===== config.mk =====
export PLATFORM = sky130hd
export DESIGN_NAME = top_fetch
export DESIGN_NICKNAME = d
export VERILOG_FILES = /design/src/rtl/top_fetch.sv
export SDC_FILE = /design/constraint.sdc
export NUM_CORES = 1
export LEC_CHECK = 0
export ABC_AREA = 1
export BUFFER_PORTS_ARGS = -buffer_cell sky130_fd_sc_hd__buf_4
export CORE_MARGIN = 2
export CORE_UTILIZATION = 51
export CTS_BUF_LIST = sky130_fd_sc_hd__clkbuf_4
export DETAILED_ROUTE_END_ITERATION = 8
export PLACE_DENSITY = 0.89
export SETUP_SLACK_MARGIN = 0.15
export SLEW_MARGIN = 15
export SYNTH_ARGS = -nofsm -noshare
export SYNTH_HDL_FRONTEND = slang
export SYNTH_SLANG_ARGS = --single-unit

===== constraint.sdc =====
create_clock -name clk -period 2.05 [get_ports clk]
set_clock_uncertainty 0.2 [all_clocks]
set_input_delay 0.41 -clock clk [delete_from_list [all_inputs] [get_ports clk]]
set_output_delay 0.41 -clock clk [all_outputs]
set_load 0.02 [all_outputs]

===== src/rtl/top_fetch.sv =====
// Instruction fetch stage: owns the PC, issues one outstanding imem read at a time
// and hands each returned word to decode over a valid/ready handshake.
module top_fetch #(
   parameter int unsigned                DATA_WIDTH = 32,
   parameter logic [DATA_WIDTH-1:0]      RESET_PC   = '0
) (
   input  logic                  clk,
   input  logic                  rst,
   output logic                  imem_req,
   output logic [DATA_WIDTH-1:0] imem_addr,
   input  logic                  imem_rvalid,
   input  logic [DATA_WIDTH-1:0] imem_rdata,
   input  logic                  redirect_valid,
   input  logic [DATA_WIDTH-1:0] redirect_target,
   output logic [DATA_WIDTH-1:0] instr,
   output logic [DATA_WIDTH-1:0] instr_pc,
   output logic                  instr_valid,
   input  logic                  instr_ready
);

   typedef enum logic [1:0] {
      ST_ISSUE = 2'd0,
      ST_WAIT  = 2'd1,
      ST_HOLD  = 2'd2
   } state_e;

   localparam logic [DATA_WIDTH-1:0] NOP_INSTR = DATA_WIDTH'(32'h0000_0013);
   localparam logic [DATA_WIDTH-1:0] PC_STEP   = DATA_WIDTH'(4);

   state_e                state_q, state_d;
   logic [DATA_WIDTH-1:0] pc_q, pc_d;
   logic                  discard_q, discard_d;
   logic [DATA_WIDTH-1:0] instr_q, instr_d;
   logic [DATA_WIDTH-1:0] instr_pc_q, instr_pc_d;
   logic                  instr_valid_q, instr_valid_d;
   logic [DATA_WIDTH-1:0] redirect_pc;

   assign redirect_pc = {redirect_target[DATA_WIDTH-1:2], 2'b00};

   // The request is a combinational pulse of ISSUE; reset masks it and pins the address.
   assign imem_req  = (state_q == ST_ISSUE) && !rst;
   assign imem_addr = rst ? RESET_PC : pc_q;

   assign instr       = instr_q;
   assign instr_pc    = instr_pc_q;
   assign instr_valid = instr_valid_q;

   always_comb begin
      // NOTE: every next-state signal gets a default first so no path leaves it unassigned (no latch).
      state_d       = state_q;
      pc_d          = pc_q;
      discard_d     = discard_q;
      instr_d       = instr_q;
      instr_pc_d    = instr_pc_q;
      instr_valid_d = instr_valid_q;

      case (state_q)
         ST_ISSUE: state_d = ST_WAIT;
         ST_WAIT: begin
            if (imem_rvalid) begin
               if (discard_q) begin
                  discard_d = 1'b0;
                  state_d   = ST_ISSUE;
               end else begin
                  instr_d       = imem_rdata;
                  instr_pc_d    = pc_q;
                  instr_valid_d = 1'b1;
                  pc_d          = pc_q + PC_STEP;
                  state_d       = ST_HOLD;
               end
            end
         end
         ST_HOLD: begin
            if (instr_ready) begin
               instr_valid_d = 1'b0;
               state_d       = ST_ISSUE;
            end
         end
         default: state_d = ST_ISSUE;
      endcase

      // A redirect wins over everything above; a response still in flight must be dropped.
      if (redirect_valid) begin
         pc_d          = redirect_pc;
         instr_d       = instr_q;
         instr_pc_d    = instr_pc_q;
         instr_valid_d = 1'b0;
         case (state_q)
            ST_ISSUE: begin
               discard_d = 1'b1;
               state_d   = ST_WAIT;
            end
            ST_WAIT: begin
               if (imem_rvalid) begin
                  discard_d = 1'b0;
                  state_d   = ST_ISSUE;
               end else begin
                  discard_d = 1'b1;
                  state_d   = ST_WAIT;
               end
            end
            default: begin
               discard_d = 1'b0;
               state_d   = ST_ISSUE;
            end
         endcase
      end
   end

   always_ff @(posedge clk) begin
      // NOTE: sequential state uses non-blocking assignments so all registers update together.
      if (rst) begin
         state_q       <= ST_ISSUE;
         pc_q          <= RESET_PC;
         discard_q     <= 1'b0;
         instr_q       <= NOP_INSTR;
         instr_pc_q    <= '0;
         instr_valid_q <= 1'b0;
      end else begin
         state_q       <= state_d;
         pc_q          <= pc_d;
         discard_q     <= discard_d;
         instr_q       <= instr_d;
         instr_pc_q    <= instr_pc_d;
         instr_valid_q <= instr_valid_d;
      end
   end

endmodule


== Word level (Yosys, flattened, before mapping) ==
Index checks and enable logic that the tools add are counted.

* Add/subtract/negate cells: 1
* Multipliers: 0
* Div/mod/pow operators: 0
* Magnitude comparators: 0
* Equality and inequality tests: 8
* Shift operators: 0
* Muxes and demuxes: 21
* Bitwise logic cells: 2
* Reduce and logical (&&, ||, !) cells: 13

{| class="wikitable"
|+ Operators with widths
! kind !! number
|-
| two-way mux 32 bit || 5
|-
| adder 32 x 3 -> 32 bit, second input constant || 1
|-
| two-way mux 1 bit || 8
|-
| two-way mux 2 bit || 4
|-
| != test 2 bit, second input constant || 4
|-
| AND reduction 4 bit || 2
|-
| != test 3 bit, second input constant || 2
|-
| case mux 1 bit (2 select lines) || 3
|-
| case mux 2 bit (3 select lines) || 1
|-
| AND reduction 3 bit || 2
|-
| nonzero test 2 bit || 3
|-
| AND reduction 2 bit || 2
|-
| equality test 2 x 1 -> 1 bit, second input constant || 1
|-
| equality test 2 bit, second input constant || 1
|-
| logical NOT 2 bit || 1
|-
| inverter 1 bit || 2
|-
| OR reduction 2 bit || 1
|-
| logical AND 1 bit || 1
|-
| logical NOT 1 bit || 1
|}

* Flip-flop bits (word level): 100
* Bits in latches: 0
* Memory bits (writable): 0
* Memory bits (read-only): 0
* Memories: 0

== Logic depth before layout (Yosys ltp) ==
Gate-level depths: netlist of the first run.

* Depth in word-level cells: 5
* Gate-level depth with buffers: 11

== Worst setup path before layout of the first run ==
OpenSTA, ideal clock, no wires.

* Kind: input to output
* Start point: in rst
* End point: out imem_addr[2]
* Data arrival time: 1.122 ns
* Data required time: 1.440 ns
* Path slack: 0.318 ns
* Cell stages on the path: 3
* Buffers on the path: 2
* Cells stage by stage: clkbuf_1 -> clkbuf_1 -> nor2_1

* Word-level cells in the longest chain between the ends: 1

{| class="wikitable"
|+ RTL lines
! element !! RTL line !! RTL
|-
| start: declaration || 8 || <nowiki>input logic rst,</nowiki>
|-
| two-way mux 32 bit || 42 || <nowiki>assign imem_addr = rst ? RESET_PC : pc_q;</nowiki>
|-
| end: declaration || 10 || <nowiki>output logic [DATA_WIDTH-1:0] imem_addr,</nowiki>
|}

Every way passes these cells.

== Worst setup path after layout of the first run ==
* Start point: reg state_q[1]
* End point: out imem_req

* Word-level cells in the longest chain between the ends: 2

{| class="wikitable"
|+ RTL lines
! element !! RTL line !! RTL
|-
| start: declaration || 30 || <nowiki>state_e state_q, state_d;</nowiki>
|-
| start signal: assignment || 120 || <nowiki>state_q <= state_d;</nowiki>
|-
| logical NOT 2 bit || 41 || <nowiki>assign imem_req = (state_q == ST_ISSUE) && !rst;</nowiki>
|-
| logical AND 1 bit || 41 ||
|-
| end: declaration || 9 || <nowiki>output logic imem_req,</nowiki>
|}

Every way passes these cells.

==> results of run 1 <==
## tightest hold or removal path: cells and delay by family
kind                   cells  cell delay [ns]
AOI/OAI and AO/OA          1             0.07
buffers and inverters      2             0.14
and+or+nand+nor            1             0.06
## state kept, by name, indices dropped and copies added, names as in the netlist
register	count
pc_q	30
discard_q	1
state_q	2
instr_valid	1
instr_pc	30
instr	32
## timing repair
action                     4_1_cts  5_1_grt
pin swaps                        0        2
gates resized for setup          5       35
hold endpoints to repair        33        0
buffers inserted                 0        2
setup endpoints to repair        5       56
hold buffers                    33        0
## report_power, final
part           total, W  internal [W]  switching (W)  leakage (nW)
clock           0.00106      0.000288       0.000768        0.0773
combinational  0.000837      0.000370       0.000467          2.08
sequential      0.00206       0.00198      0.0000865         0.795
total           0.00395       0.00263        0.00132          2.95
## per-stage QoR
stage          total power, W  hold WS [ns]  cell area [um^2]  worst slack [ns]  cells
2_1_floorplan         0.00250         0.265              4610             0.318    679
3_3_place_gp          0.00281         0.242              5930             0.280    925
3_5_place_dp          0.00284         0.251              5930             0.222    925
4_1_cts               0.00391     0.0000354              6410             0.162    974
5_1_grt               0.00412      0.000685              6490            0.0951    977
6_report              0.00395      -0.00398              6490             0.188    977
## kinds of logic after synthesis
family | share of synthesized area
AND/OR/NAND/NOR | 0.326
adder cells (fa/ha/maj) | 0.00272
AO/OA/AOI/OAI | 0.151
other | 0.000816
buffers and inverters | 0.0890
flip-flops | 0.418
XOR/XNOR | 0.0114
## cell type report
type / instances / area (um^2) / share of cell area
clock inverter: 7 / 73.8 / 0.0114
multi-input combinational: 492 / 2300 / 0.354
inverter: 54 / 205 / 0.0316
antenna: 1 / 2.50 / 0.000386
tap: 108 / 135 / 0.0208
clock buffer: 9 / 67.6 / 0.0104
sequential: 96 / 1970 / 0.303
timing repair buffer: 210 / 1740 / 0.268
## cell usage in the layout, fill, tap and decap left out, types with 4 or more instances in the layout
| master | n |
|---|---|
| a21boi_0 | 6 |
| a211oi_1 | 9 |
| buf_12 | 6 |
| dfxtp_1 | 71 |
| dlygate4sd3_1 | 33 |
| xor2_1 | 6 |
| a21oi_1 | 36 |
| buf_4 | 170 |
| nor2_1 | 150 |
| o21ai_0 | 56 |
| clkbuf_4 | 9 |
| nor3_1 | 13 |
| conb_1 | 4 |
| dfxtp_2 | 20 |
| inv_1 | 49 |
| dfxtp_4 | 5 |
| nand3_1 | 35 |
| nor2_2 | 11 |
| a22oi_1 | 11 |
| nand4_1 | 4 |
| nor2_4 | 6 |
| nand2_1 | 130 |
## final timing paths
path	from	endpoint	depth (start not counted)
setup / recovery	state_q[1]$_SDFFE_PP0P_	imem_req	2
hold / removal	imem_rvalid	state_q[0]$_SDFFE_PP0P_	4
setup reg to reg	state_q[0]$_SDFFE_PP0P_	pc_q[24]$_SDFFE_PP0P_	8
hold reg to reg	instr[1]$_SDFFE_PP1P_	instr[1]$_SDFFE_PP1P_	2
## metal layers
layer,part of all wire,vias to the layer above,wire length [um]
met5,0,-,0
met2,0.50,321,7910
met3,0.090,42,1420
li1,-,2540,-
met1,0.38,2469,5960
met4,0.033,0,523
==> metrics.txt, run 1 <==
status=finished, violations left; failing checks=hold timing; Worst Hold Class=input pin to flop; final setup fails=0; Buf/Inv on CP=1; FP Rows=34; Tcrit/Tclk final=0.908; H-tree levels=3; leakage power=2.95 nW; startpoint types=flop; final core utilization=0.744; Yosys reg bits=96; CP Capture Type=primary output; Crit Path Class=flop to primary output; M3 GR Usage=0.0652; largest net degree at the start of global routing=57; sequential fraction of the synthesis area=0.418; maximum vdd drop=0.551 mV; max cap viols=0; setup total negative slack=0 ns; Netlist cell types=34; clk slew on worst S/H paths=0.21 ns; final wirelength=15.8 mm; Die Y=98.9 um; Pwr Density=610 nW/um^2; minimum clock period=1.86 ns; area grow syn2layout=41.1%; chip width=98.9 um; synth cell count leaders=157 x nor2_1, 130 x nand2_1, 96 x dfxtp_1; crit-path cells=nor3_1 > buf_4; Initial Utilization=0.527; Routed Antenna Nets=0; unrepaired setup endpoints after global routing=true; slowest stage delay, CP=0.41 ns; final hold viol count=1; Total GRT Usage=0.314; first-pass GRT wire length=between 20 and 25 mm; Post-Syn Area=4600 um^2; ys async rst share=0; dpl hpwl=10.2 mm; Post-synth EDFFs=0; initial antenna violation count=1; Synth area leaders=dfxtp_1 42%, nor2_1 13%, nand2_1 11%; CP Data Required Time=1.44 ns; Slew Viols, Final=0; clock sinks=between 90 and 100; critical path peak fanout=5; CTS tree=done; fin nets=~930; routed length per instance=roughly 16 um; first-pass iteration count of the detailed router=6; reg2reg setup slack=0.25 ns; # IOs=167; worst hold slack=-0.00398 ns; Vias/cell=5.50; routed vias=about 5,400; # port buffers=160; Placeable Area=8720 um^2; clk root buf=clkbuf_4; clk buf depth=2; Post-synth top flop=dfxtp_1; most used routing layer=met2; share of cells above drive strength 1=0.282; Mapped Cells=676; GR Overflow Total=0; YS warnings=0; FMAX=537 MHz; Mapped Avg Cell Area=between 6 and 7 um^2; GRT met2 Usage=0.552; GRT met1 Usage=0.363; Residual DRC=0; GP Congestion=0.946; number of CTS-inserted buffers=9; top-count cell post-synth=nor2_1; Critical Path AT=about 1.3 ns; vias in the first global route=about 5,100; cell with the largest stage delay on the worst path=dfxtp_1; Synth area leader=dfxtp_1; area share of the largest cell type after synthesis=0.418; die area=between 9000 and 10,000 um^2; fillers=630; DRT iter0 DRCs=461; cell family with most CP delay=flip-flops; Worst-Skew Late Latency=0.48 ns
(Power assumes the default switching activity.)
==> run 2: changes to the inputs <==
--- a/config.mk
+++ b/config.mk
@@ -8,10 +8,10 @@
 export ABC_AREA = 1
 export BUFFER_PORTS_ARGS = -buffer_cell sky130_fd_sc_hd__buf_4
 export CORE_MARGIN = 2
-export CORE_UTILIZATION = 51
+export CORE_UTILIZATION = 55
 export CTS_BUF_LIST = sky130_fd_sc_hd__clkbuf_4
 export DETAILED_ROUTE_END_ITERATION = 8
-export PLACE_DENSITY = 0.89
+export PLACE_DENSITY = 0.94
 export SETUP_SLACK_MARGIN = 0.15
 export SLEW_MARGIN = 15
 export SYNTH_ARGS = -nofsm -noshare
==> constraint.sdc (replaced) <==
create_clock -name clk -period 2.2 [get_ports clk]
set_clock_uncertainty 0.2 [all_clocks]
set_input_delay 0.44 -clock clk [delete_from_list [all_inputs] [get_ports clk]]
set_output_delay 0.44 -clock clk [all_outputs]
set_load 0.02 [all_outputs]
==> metrics.txt, run 2 (synthesis gave the netlist of run 1 again) <==
status=complete, no violations (was finished, violations left); maximum vdd drop=0.411 mV (was 0.551 mV); Critical Path AT=1.32 ns (was 1.25 ns); Tot Pwr=0.00377 W (was 0.00395 W); first-pass iteration count of the detailed router=5 (was 6); Initial Utilization=0.562 (was 0.527); chip width=95.4 um (was 98.9 um); Placeable Area=8180 um^2 (was 8720 um^2); vias in the first global route=4,928 (was 5,129); Total GRT Usage=0.312 (was 0.314); share of cells above drive strength 1=0.247 (was 0.282); final hold viol count=0 (was 1); first-pass GRT wire length=22.4 mm (was 24.6 mm); clk slew on worst S/H paths=0.17 ns (was 0.21 ns); clk root buf=clkbuf_4 (unchanged); minimum clock period=1.96 ns; max cap viols=0 (unchanged); R2R Path End=pc_q[13]$_SDFFE_PP0P_ (was pc_q[24]$_SDFFE_PP0P_); CTS tree=done (unchanged); Pwr Density=611 nW/um^2 (was 610 nW/um^2); CP Capture Type=primary output (unchanged); final setup fails=0 (unchanged); final wirelength=14.6 mm (was 15.8 mm); initial antenna violation count=0 (was 1); R2R Path Start=state_q[0]$_SDFFE_PP0P_ (unchanged); worst hold endpoint=instr[23]$_SDFFE_PP0P_ (was state_q[0]$_SDFFE_PP0P_); Crit Path Class=flop to primary output (unchanged); Residual DRC=0 (unchanged); setup total negative slack=0 ns (unchanged); Tcrit/Tclk final=0.890; Vias/cell=5.43 (was 5.50); unrepaired setup endpoints after global routing=false (was true); area grow syn2layout=34.3% (was 41.1%); Worst-Skew Late Latency=0.44 ns (was 0.48 ns); Die Y=95.4 um (was 98.9 um); slew of the pin with the lowest slew margin=0.725 ns; startpoint types=flop (unchanged); Routed Antenna Nets=0 (unchanged); CP Data Required Time=1.56 ns (was 1.44 ns); FP Rows=33 (was 34); fin nets=908 (was 933); Ant. Diodes=0 (was 1); largest net degree at the start of global routing=101 (was 57); die area=9100 um^2 (was 9790 um^2); H-tree levels=3 (unchanged); max FFs per register=32 (unchanged); number of CTS-inserted buffers=9 (unchanged); hold wc startpoint=imem_rdata[23] (was imem_rvalid); Slew Viols, Final=0 (unchanged); critical path peak fanout=3 (was 5); # IOs=167 (unchanged); Worst Hold Class=input pin to flop (unchanged); GR Overflow Total=0 (unchanged); Slew headroom=0.516; GP Congestion=0.964 (was 0.946); leakage power=2.83 nW (was 2.95 nW); R2R depth=8 (unchanged); dpl hpwl=10.2 mm (about the same); clock sinks=96 (unchanged); worst hold path cell count=3 (was 4); clk buf depth=2 (unchanged); routed vias=5,147 (was 5,372); # port buffers=160 (unchanged); routed length per instance=15.4 um (was 16.2 um); DRT iter0 DRCs=548 (was 461); reg2reg setup slack=0.27 ns (was 0.25 ns); most common cell after layout, fill and taps aside=buf_4 (unchanged); most frequent cells in the layout=168 x buf_4, 157 x nor2_1, 130 x nand2_1, 95 x dfxtp_1, 57 x o21ai_0 (was 170 x buf_4, 150 x nor2_1, 130 x nand2_1, 71 x dfxtp_1, 56 x o21ai_0); Post-CTS Setup Bufs=0 (unchanged); FMAX=511 MHz
==> run 2: cell count changes in the layout (fill, tap and decap cells not counted), sizes merged <==
cell	change
buf	-6
dlygate4sd3	-19
clkinv	-3
clkinvlp	+1
diode	-1
bufinv	+2
==> run 2: metrics by stage <==
step	utilization	cells	cell area, um^2	setup WS (ns)	hold slack [ns]
3_5_place_dp	0.716	918	5860	0.238	0.260
6_report	0.755	948	6170	0.242	0.0107
2_1_floorplan	-	679	4610	0.408	0.265
5_1_grt	0.755	948	6170	0.151	-0.00648
4_1_cts	0.744	940	6080	0.276	0.000378
3_3_place_gp	0.716	918	5860	0.299	0.245
==> run 2: how the worst max path moves through the flow <==
stage	start	cells past startpoint	endpoint	slack, ns
2_1_floorplan	rst	3	imem_addr[2]	0.41
3_3_place_gp	rst	5	instr_valid$_SDFFE_PP0P_	0.30
3_5_place_dp	rst	6	pc_q[13]$_SDFFE_PP0P_	0.24
4_1_cts	pc_q[15]$_SDFFE_PP0P_	3	imem_addr[15]	0.28
5_1_grt	state_q[1]$_SDFFE_PP0P_	9	pc_q[24]$_SDFFE_PP0P_	0.15
6_report	pc_q[13]$_SDFFE_PP0P_	3	imem_addr[13]	0.24
==> run 2: where the power goes <==
group / leakage [nW] / internal [W] / switching [W] / total (W)
sequential: 0.785 / 0.00184 / 0.0000812 / 0.00192
clock: 0.0888 / 0.000476 / 0.000664 / 0.00114
combinational: 1.95 / 0.000306 / 0.000412 / 0.000717
total: 2.83 / 0.00262 / 0.00116 / 0.00377
==> run 2: repair_timing <==
action / 4_1_cts / 5_1_grt
hold buffers: 6 / 8
endpoints found under the hold margin: 6 / 8
endpoints found under the setup margin: 0 / 3
resized for setup: 0 / 2
==> run 2: area by class of cell <==
cell class / instances / area, um^2
Sequential cell: 96 / 1920
Timing Repair Buffer: 185 / 1460
Multi-Input combinational cell: 492 / 2280
Clock inverter: 7 / 101
Fill cell: 601 / 2000
Inverter: 54 / 205
Tap cell: 105 / 131
Clock buffer: 9 / 67.6
==> run 2: critical path, stage by stage (launching register included) <==
cell and delay [ns]:
dfxtp_1 0.41, inv_1 0.10, nor2_1 0.19, buf_4 0.18
==> run 2: metal layers <==
layer  vias to the layer above  wire, um  track usage
met1                      2367      5570        0.373
met2                       254      7380        0.546
li1                       2492         -            -
met5                         -         0            0
met3                        34      1280       0.0711
met4                         0       356        0.118
